$ cat src/rtl/if_pkg.sv
// rtl/if_pkg.sv - shared constants for the RISC-TOY fetch stage and later stage registers
package if_pkg;

    localparam int          PC_W_DEF     = 30;
    localparam logic [31:0] NOP_INST_DEF = 32'h0000_0000;

    // Bubble contents of a stage register: no-op word, not valid
    typedef struct packed {
        logic [31:0] inst;
        logic        valid;
    } stage_slot_t;

    localparam stage_slot_t BUBBLE_SLOT = '{inst: NOP_INST_DEF, valid: 1'b0};

    localparam logic [1:0] ST_BOOT   = 2'd0;
    localparam logic [1:0] ST_RUN    = 2'd1;
    localparam logic [1:0] ST_HALTED = 2'd2;

    function automatic logic [PC_W_DEF-1:0] pc_inc(input logic [PC_W_DEF-1:0] pc);
        return pc + PC_W_DEF'(1);
    endfunction

endpackage

$ cat src/rtl/if_stage_if.sv
// rtl/if_stage_if.sv - instruction-memory read port between the fetch stage and memory
interface if_stage_if #(
    parameter int PC_W = 30
);
    logic            IREQ;
    logic [PC_W-1:0] IADDR;
    logic [31:0]     INSTR;

    modport master (output IREQ, output IADDR, input INSTR);
    modport slave  (input IREQ, input IADDR, output INSTR);
endinterface

$ cat src/rtl/if_perf_cnt.sv
// rtl/if_perf_cnt.sv - saturating fetch/stall/flush event counters for the fetch stage
module if_perf_cnt (
    input  logic        CLK,
    input  logic        RSTn,
    input  logic        fetch_ev,
    input  logic        stall_ev,
    input  logic        flush_ev,
    output logic [31:0] FETCH_CNT,
    output logic [31:0] STALL_CNT,
    output logic [31:0] FLUSH_CNT
);

    always_ff @(posedge CLK or negedge RSTn) begin
        if (!RSTn) begin
            FETCH_CNT <= '0;
            STALL_CNT <= '0;
            FLUSH_CNT <= '0;
        end else begin
            if (fetch_ev && FETCH_CNT != '1) FETCH_CNT <= FETCH_CNT + 32'd1;
            if (stall_ev && STALL_CNT != '1) STALL_CNT <= STALL_CNT + 32'd1;
            if (flush_ev && FLUSH_CNT != '1) FLUSH_CNT <= FLUSH_CNT + 32'd1;
        end
    end

endmodule

$ cat src/rtl/if_stage.sv
// rtl/if_stage.sv - RISC-TOY instruction fetch stage with IF/ID register
// Optional IF_PERF_CNT_EN adds saturating FETCH/STALL/FLUSH counters.
module if_stage
    import if_pkg::*;
#(
    parameter logic [29:0] RESET_PC = 30'h0,
    parameter logic [31:0] NOP_INST = NOP_INST_DEF,
    parameter int          PC_W     = PC_W_DEF
) (
    input  logic            CLK,
    input  logic            RSTn,
    input  logic            Stall,
    input  logic            Branch_Taken,
    input  logic [PC_W-1:0] Branch_Target,
    input  logic            Halt,
    if_stage_if.master      imem,
    output logic [31:0]     INST_IF,
    output logic [31:0]     INST_ID,
    output logic [PC_W-1:0] PC_ID,
    output logic            VALID_ID
`ifdef IF_PERF_CNT_EN
    ,
    output logic [31:0]     FETCH_CNT,
    output logic [31:0]     STALL_CNT,
    output logic [31:0]     FLUSH_CNT
`endif
);

    logic [1:0]      state;
    logic [PC_W-1:0] pc;
    logic [PC_W-1:0] pc_next_seq;
    logic            run;

    assign run         = (state == ST_RUN);
    assign pc_next_seq = pc + PC_W'(1);

    assign imem.IREQ  = run;
    assign imem.IADDR = pc;
    assign INST_IF    = run ? imem.INSTR : NOP_INST;

    // Halt outranks a branch, which outranks a stall; a bubble keeps PC_ID unchanged
    always_ff @(posedge CLK or negedge RSTn) begin
        if (!RSTn) begin
            state    <= ST_BOOT;
            pc       <= PC_W'(RESET_PC);
            INST_ID  <= NOP_INST;
            PC_ID    <= '0;
            VALID_ID <= 1'b0;
        end else begin
            case (state)
                ST_BOOT: begin
                    state    <= Halt ? ST_HALTED : ST_RUN;
                    INST_ID  <= NOP_INST;
                    VALID_ID <= 1'b0;
                end
                ST_RUN: begin
                    if (Halt) begin
                        state    <= ST_HALTED;
                        INST_ID  <= NOP_INST;
                        VALID_ID <= 1'b0;
                    end else if (Branch_Taken) begin
                        pc       <= Branch_Target;
                        INST_ID  <= NOP_INST;
                        VALID_ID <= 1'b0;
                    end else if (!Stall) begin
                        pc       <= pc_next_seq;
                        INST_ID  <= imem.INSTR;
                        PC_ID    <= pc_next_seq;
                        VALID_ID <= 1'b1;
                    end
                end
                ST_HALTED: begin
                    INST_ID  <= NOP_INST;
                    VALID_ID <= 1'b0;
                end
                default: begin
                    state    <= ST_BOOT;
                    INST_ID  <= NOP_INST;
                    VALID_ID <= 1'b0;
                end
            endcase
        end
    end

`ifdef IF_PERF_CNT_EN
    logic live;
    assign live = run && !Halt;

    if_perf_cnt u_perf_cnt (
        .CLK       (CLK),
        .RSTn      (RSTn),
        .fetch_ev  (live && !Branch_Taken && !Stall),
        .stall_ev  (live && !Branch_Taken && Stall),
        .flush_ev  (live && Branch_Taken),
        .FETCH_CNT (FETCH_CNT),
        .STALL_CNT (STALL_CNT),
        .FLUSH_CNT (FLUSH_CNT)
    );
`endif

endmodule
$ cat src/flat_wrapper.sv
// flat-port wrapper written by rule: the top's interface ports become plain ports
module if_stage_flat import if_pkg::*;
#(
    parameter logic [29:0] RESET_PC = 30'h0,
    parameter logic [31:0] NOP_INST = NOP_INST_DEF,
    parameter int          PC_W     = PC_W_DEF
)
  (CLK, RSTn, Stall, Branch_Taken, Branch_Target, Halt, INST_IF, INST_ID, PC_ID, VALID_ID, imem_IREQ, imem_IADDR, imem_INSTR);
  if_stage_if #(.PC_W(PC_W)) imem_i ();
  input  logic CLK;
  input  logic RSTn;
  input  logic Stall;
  input  logic Branch_Taken;
  input  logic [PC_W-1:0] Branch_Target;
  input  logic Halt;
  output logic [31:0] INST_IF;
  output logic [31:0] INST_ID;
  output logic [PC_W-1:0] PC_ID;
  output logic VALID_ID;
  output wire logic [$bits(imem_i.IREQ)-1:0] imem_IREQ;
  output wire logic [$bits(imem_i.IADDR)-1:0] imem_IADDR;
  input wire logic [$bits(imem_i.INSTR)-1:0] imem_INSTR;
  assign imem_IREQ = imem_i.IREQ;
  assign imem_IADDR = imem_i.IADDR;
  assign imem_i.INSTR = imem_INSTR;
  if_stage #(.RESET_PC(RESET_PC), .NOP_INST(NOP_INST), .PC_W(PC_W)) u_core (.CLK(CLK), .RSTn(RSTn), .Stall(Stall), .Branch_Taken(Branch_Taken), .Branch_Target(Branch_Target), .Halt(Halt), .imem(imem_i), .INST_IF(INST_IF), .INST_ID(INST_ID), .PC_ID(PC_ID), .VALID_ID(VALID_ID));
endmodule
$ cat config.mk
export PLATFORM = sky130hd
export DESIGN_NAME = if_stage_flat
export DESIGN_NICKNAME = d
export VERILOG_FILES = /design/src/rtl/if_pkg.sv /design/src/rtl/if_stage_if.sv /design/src/rtl/if_perf_cnt.sv /design/src/rtl/if_stage.sv /design/src/flat_wrapper.sv
export SDC_FILE = /design/constraint.sdc
export NUM_CORES = 1
export LEC_CHECK = 0
export ABC_AREA = 1
export CORE_UTILIZATION = 35
export CTS_CLUSTER_SIZE = 40
export DETAILED_ROUTE_END_ITERATION = 6
export GPL_ROUTABILITY_DRIVEN = 1
export PLACE_DENSITY = 0.66
export SLEW_MARGIN = 30
export SYNTH_ARGS = -nofsm -noshare
export SYNTH_HDL_FRONTEND = slang
export SYNTH_SLANG_ARGS = --single-unit
$ cat constraint.sdc
create_clock -name CLK -period 1.99 [get_ports CLK]
set_input_delay 0.398 -clock CLK [delete_from_list [all_inputs] [get_ports CLK]]
set_output_delay 0.398 -clock CLK [all_outputs]
set_load 0.01 [all_outputs]
After elaboration in Yosys (flattened, before gate mapping) --
Cells that the tools add are included.
Operators by class: $add $sub $neg 1, eq/ne operators 5, multiplexer cells 14, bitwise gates (word level) 4, reduce and logical (&&, ||, !) cells 4
Operators by type and width (number):
- $mux W32 | 5
- $mux W30 | 2
- $add A30 B1 Y30 const B | 1
- $pmux W2 S3 | 1
- $mux W1 | 4
- $mux W2 | 2
- $ne A4 B4 Y1 const B | 1
- $not A1 Y1 | 4
- $reduce_and A4 Y1 | 1
- $reduce_and A3 Y1 | 1
- $eq A2 B1 Y1 const B | 1
- $eq A2 B2 Y1 const B | 1
- $logic_not A2 Y1 | 1
- $ne A2 B1 Y1 const B | 1
- $ne A2 B2 Y1 const B | 1
- $reduce_and A2 Y1 | 1
Word-level totals: register bits after elaboration 95, input port bits 67, output and inout port bits 126, logic and storage cells 33

Longest topological paths before layout --
depth in word-level cells 4, mapped depth 10, depth with buffers taken out 10

Least setup slack after synthesis --
No wires, ideal clock.
path type register to register, start point register u_core.pc[0] (netlist: u_core.imem.IADDR[0]), end point register u_core.pc[20] (netlist: u_core.imem.IADDR[20]), setup time 0.116 ns, arrival time 1.414 ns, required time 1.874 ns, path slack 0.460 ns, cell stages (with the launch flop) 11, buffers on the path 0, clock period less this slack 1.530 ns, cells stage by stage dfrtp_1 ha_1 inv_1 nor2_4 nand2_2 nor2_4 nand2_1 nand2_1 nand3_1 nand2_1 nand2_1
On the way: word-level cells in the longest chain between the ends 3
RTL lines:
- start: declaration | RTL line if_stage.sv:30 | logic [PC_W-1:0] pc;
- start signal: assignment | RTL line if_stage.sv:45 | pc <= PC_W'(RESET_PC);
- start signal: assignment | RTL line if_stage.sv:62 | pc <= Branch_Target;
- start signal: assignment | RTL line if_stage.sv:66 | pc <= pc_next_seq;
- $add A30 B1 Y30 | RTL line if_stage.sv:35 | assign pc_next_seq = pc + PC_W'(1);
- $mux W30 | RTL line if_stage.sv:65 | end else if (!Stall) begin
- $mux W30 | RTL line if_stage.sv:61 | end else if (Branch_Taken) begin
No other way between the ends. The select of a mux whose other input is x is not followed. A chain may end at the register's enable or synchronous reset.

Worst setup path after layout --
start point register u_core.state[1], end point output INST_IF[30]
On the way: word-level cells in the longest chain between the ends 2
RTL lines:
- start: declaration | RTL line if_stage.sv:29 | logic [1:0] state;
- start signal: assignment | RTL line if_stage.sv:52 | state <= Halt ? ST_HALTED : ST_RUN;
- $eq A2 B1 Y1 | RTL line if_stage.sv:34 | assign run = (state == ST_RUN);
- $mux W32 | RTL line if_stage.sv:39 | assign INST_IF = run ? imem.INSTR : NOP_INST;
- end: declaration | RTL line flat_wrapper.sv:16 | output logic [31:0] INST_IF;
No other way between the ends.

==> metrics.json <==
{
  "dr_total_vias": {"value": 5043},
  "timing.slew.headroom": {"value": 67.2, "unit": "%"},
  "timing.critical_path.slowest_cell_delay": {"value": 0.40, "unit": "ns"},
  "drt-pass1-iter-count": {"value": 5},
  "clock_tree.root_cell": {"value": "clkbuf_16"},
  "synth_sequential_area_ratio": {"value": 47.8, "unit": "%"},
  "timing.reg2reg.setup_slack": {"value": 0.28, "unit": "ns"},
  "fraction_of_final_layout_cells_with_drive_strength_greater_than_1": {"value": 6.41, "unit": "%"},
  "timing.setup.critical_path_class": {"value": "reg2out"},
  "track_usage": {"value": 21.4, "unit": "%"},
  "grt_setup_unrepaired": {"value": "false"},
  "crit_end": {"value": "INST_IF[30]"},
  "cp-start-kind": {"value": "flop"},
  "cells_after_synthesis": {"value": 687},
  "report.final.setup_viol": {"value": 0},
  "worst_ir_drop_vdd": {"value": 0.522, "unit": "mV"},
  "power.combinational.fraction": {"value": 31.4, "unit": "%"},
  "place_congestion": {"value": 0.876},
  "num_antenna_cells": {"value": 0},
  "fp.coreArea": {"value": 13900, "unit": "um2"},
  "wire_length_reported_by_the_detailed_router": {"value": 15.3, "unit": "mm"},
  "fin_crit": {"value": 1.92, "unit": "ns"},
  "tritoncts": {"value": "done"},
  "drc": {"value": 0},
  "final_nets": {"value": 955},
  "layout_worst_path_cycle_share": {"value": 96.3, "unit": "%"},
  "power.share.switching": {"value": 33.5, "unit": "%"},
  "cts.sink_count": {"value": 95},
  "p_switching": {"value": 2050, "unit": "uW"},
  "clock_latency": {"value": 0.34, "unit": "ns"},
  "maximum_count_of_clock_buffers_along_a_single_path": {"value": 2},
  "die_y_extent": {"value": 121, "unit": "um"},
  "final-hold-violation-count": {"value": 0},
  "fin_hold_ws": {"value": 0.461, "unit": "ns"},
  "floorplan.rows": {"value": 43},
  "dieArea": {"value": 14700, "unit": "um2"},
  "yosysWarningCount": {"value": 0},
  "path_delay_family": {"value": "buffers and inverters"},
  "critical_path.slowest_cell": {"value": "dfrtp_1"},
  "crit_buf_inv": {"value": 3},
  "area_growth_syn_to_layout": {"value": 49.8, "unit": "%"},
  "pin_count": {"value": 193},
  "grt_pass1_wl": {"value": 24.3, "unit": "mm"},
  "utilization": {"value": 53.6, "unit": "%"},
  "synthesis.nets": {"value": 755},
  "synth.avg_cell_area": {"value": 7.24, "unit": "um2"},
  "synthDistinctLibCells": {"value": 27},
  "hold_path.class": {"value": "reg2reg"},
  "p_leak": {"value": 0.00363, "unit": "uW"},
  "hpwlAfterDp": {"value": 11.4, "unit": "mm"},
  "dr.first_iter.drc_count": {"value": 314},
  "timing.reg2reg.worst_path_depth": {"value": 10},
  "seq_power_share": {"value": 42.8, "unit": "%"},
  "overflow": {"value": 0},
  "syn-cell-area": {"value": 4970, "unit": "um2"},
  "timing_worst_slew_pin_value": {"value": 0.492, "unit": "ns"},
  "critical_path.reg2reg.endpoint": {"value": "u_core.imem.IADDR[20]"},
  "initial_antenna_violation_count": {"value": 0},
  "drv_cap": {"value": 0},
  "clkTransAtPathRegs": {"value": 0.06, "unit": "ns"},
  "power.density_cell_area": {"value": 822, "unit": "nW/um2"},
  "timing.critical_path.cells": {"value": "nor2_4 -> inv_6 -> buf_12 -> nor2_1 -> dlygate4sd2_1"},
  "timing.critical_path.depth": {"value": 5},
  "drt-wirelength-per-cell": {"value": 14.3, "unit": "um"},
  "placement.io_buffers": {"value": 192},
  "path_max_fanout": {"value": 13},
  "first_global_vias": {"value": 4789},
  "power_report.internal_total": {"value": 4070, "unit": "uW"},
  "die_width": {"value": 121, "unit": "um"},
  "final_max_slew_viol_count": {"value": 0},
  "fmaxAchievable": {"value": 522, "unit": "MHz"},
  "vias_per_cell": {"value": 4.72},
  "timing.clock.skew": {"value": 0.00453, "unit": "ns"},
  "largest_net_degree_at_the_start_of_global_routing": {"value": 46},
  "initial_core_util": {"value": 35.8, "unit": "%"},
  "post_route_ant_nets": {"value": 0},
  "rr_startpoint": {"value": "u_core.imem.IADDR[1]"},
  "cp.required": {"value": 1.59, "unit": "ns"},
  "cts-htree-levels": {"value": 3},
  "cts_inserted_buffers": {"value": 9},
  "crit_arrival": {"value": 1.52, "unit": "ns"},
  "worst_setup_path_startpoint": {"value": "u_core.state[1]"},
  "status": {"value": "completed"},
  "ff_latch_count_synth": {"value": 95},
  "timing.critical_path.to_type": {"value": "output port"},
  "power.clock.fraction": {"value": 25.8, "unit": "%"}
}
-- cell families after synthesis --
logic type               Yosys count  synth area share (%)
AND/OR/NAND/NOR                  398                  33.0
buffers and inverters            100                  8.41
flip-flops                        95                  47.8
AO/OA/AOI/OAI                     85                  9.06
XOR/XNOR                           8                  1.41
adder cells (fa/ha/maj)            1                 0.252
-- synth_stat cells --
cell type,count,area share (%)
nand2_1,195,15
nor2_1,125,9.4
dfrtp_1,95,48
inv_1,66,5.0
nand3_1,65,6.5
o21ai_0,51,5.1
clkbuf_1,12,0.91
a31oi_1,11,1.4
a21oi_1,10,1.0
buf_2,7,0.70
o21ai_1,7,0.70
buf_4,5,0.76
buf_1,4,0.30
inv_2,4,0.30
xnor2_1,4,0.70
xor2_1,4,0.70
nand2_2,3,0.38
nor2_4,3,0.68
o21a_1,3,0.45
o22ai_1,3,0.38
and2_1,2,0.25
buf_6,2,0.45
nor2_2,2,0.25
ha_1,1,0.25
nand4_1,1,0.13
nand4_2,1,0.25
nor2_8,1,0.40
-- worst register-to-register path, stage by stage (launching register included) --
cell,delay [ns]
dfrtp_1,0.40
ha_1,0.25
inv_1,0.11
nor2_4,0.18
nand2_2,0.14
nor2_4,0.18
nand2_1,0.07
nand2_1,0.08
nand3_1,0.07
nand2_1,0.08
nand2_1,0.04
-- placed cells by master (no fill, tap or decap), types with 2 or more instances in the layout --
master	count
dfrtp_1	95
nor2_1	124
a21oi_1	10
o22ai_1	3
clkbuf_1	2
o21ai_1	7
xor2_1	4
dlygate4sd2_1	22
clkdlybuf4s50_1	158
a31oi_1	11
o21ai_0	51
nand2_2	3
xnor2_1	4
inv_1	66
clkbuf_16	9
clkdlybuf4s15_1	6
nor2_2	3
o21a_1	3
nand2_1	195
buf_4	22
clkbuf_2	4
buf_12	5
nor2_4	3
and2_1	2
inv_2	3
nand3_1	65
-- how the worst min path moves through the flow --
stage	from	endpoint	slack [ns]	depth (start not counted)
final	u_core.state[0]	u_core.state[1]	0.46	1
after global routing	u_core.state[0]	u_core.state[1]	0.50	1
after CTS	u_core.state[0]	u_core.state[1]	0.46	1
after detailed placement	RSTn	u_core.INST_ID[26]	0.35	1
after global placement	RSTn	u_core.INST_ID[26]	0.35	1
after floorplan	RSTn	u_core.INST_ID[0]	0.10	0
-- through the flow --
step	TNS, ns	area [um2]	cells	total power, uW	setup slack (ns)
after detailed placement	-0.0391	7200	1053	4550	-0.0391
after CTS	0	7440	1068	6160	0.0160
final	0	7440	1069	6120	0.0728
after floorplan	0	4970	687	3460	0.460
after global routing	0	7440	1069	6490	0.00220
after global placement	-0.0324	7200	1053	4530	-0.0324
-- power groups by stage --
stage / clock, uW / combinational [uW] / sequential, uW
6_report: 1580 / 1920 / 2620
2_1_floorplan: 0 / 776 / 2690
5_1_grt: 1700 / 2130 / 2670
3_5_place_dp: 0 / 1910 / 2640
3_3_place_gp: 0 / 1900 / 2640
4_1_cts: 1620 / 1930 / 2610
-- final cells by class --
class                   instances  area [um2]
inverters                      70         268
clock inverters                 1        7.51
well taps                     180         225
repair buffers                219        2140
flip-flops and latches         95        2380
fillers                      1355        6440
multi-input cells             492        2180
clock buffers                  12         246
-- timing repair --
item / CTS / global route
buffers inserted: 1 / 1
endpoints found under the setup margin: 32 / 22
hold endpoints to repair: 26 / 0
resized for setup: 34 / 16
hold buffers: 1 / 0
gates cloned: 0 / 0
-- registers in the layout, summed over array words and instances (netlist names) --
| signal | count |
|---|---|
| u_core.state | 2 |
| u_core.INST_ID | 32 |
| u_core.PC_ID | 30 |
| u_core.imem.IADDR | 30 |
| u_core.VALID_ID | 1 |
-- per-layer routing --
metal  vias to the layer above  global-route usage (%)  share of wire [%]
met4                         0                    6.48                1.5
met1                      2307                    28.4                 46
met3                        15                    4.42                7.3
met5                         -                       0                  0
met2                       173                    34.9                 45
li1                       2548                       -                  -
No activity file was read; power rests on OpenSTA's default activity.
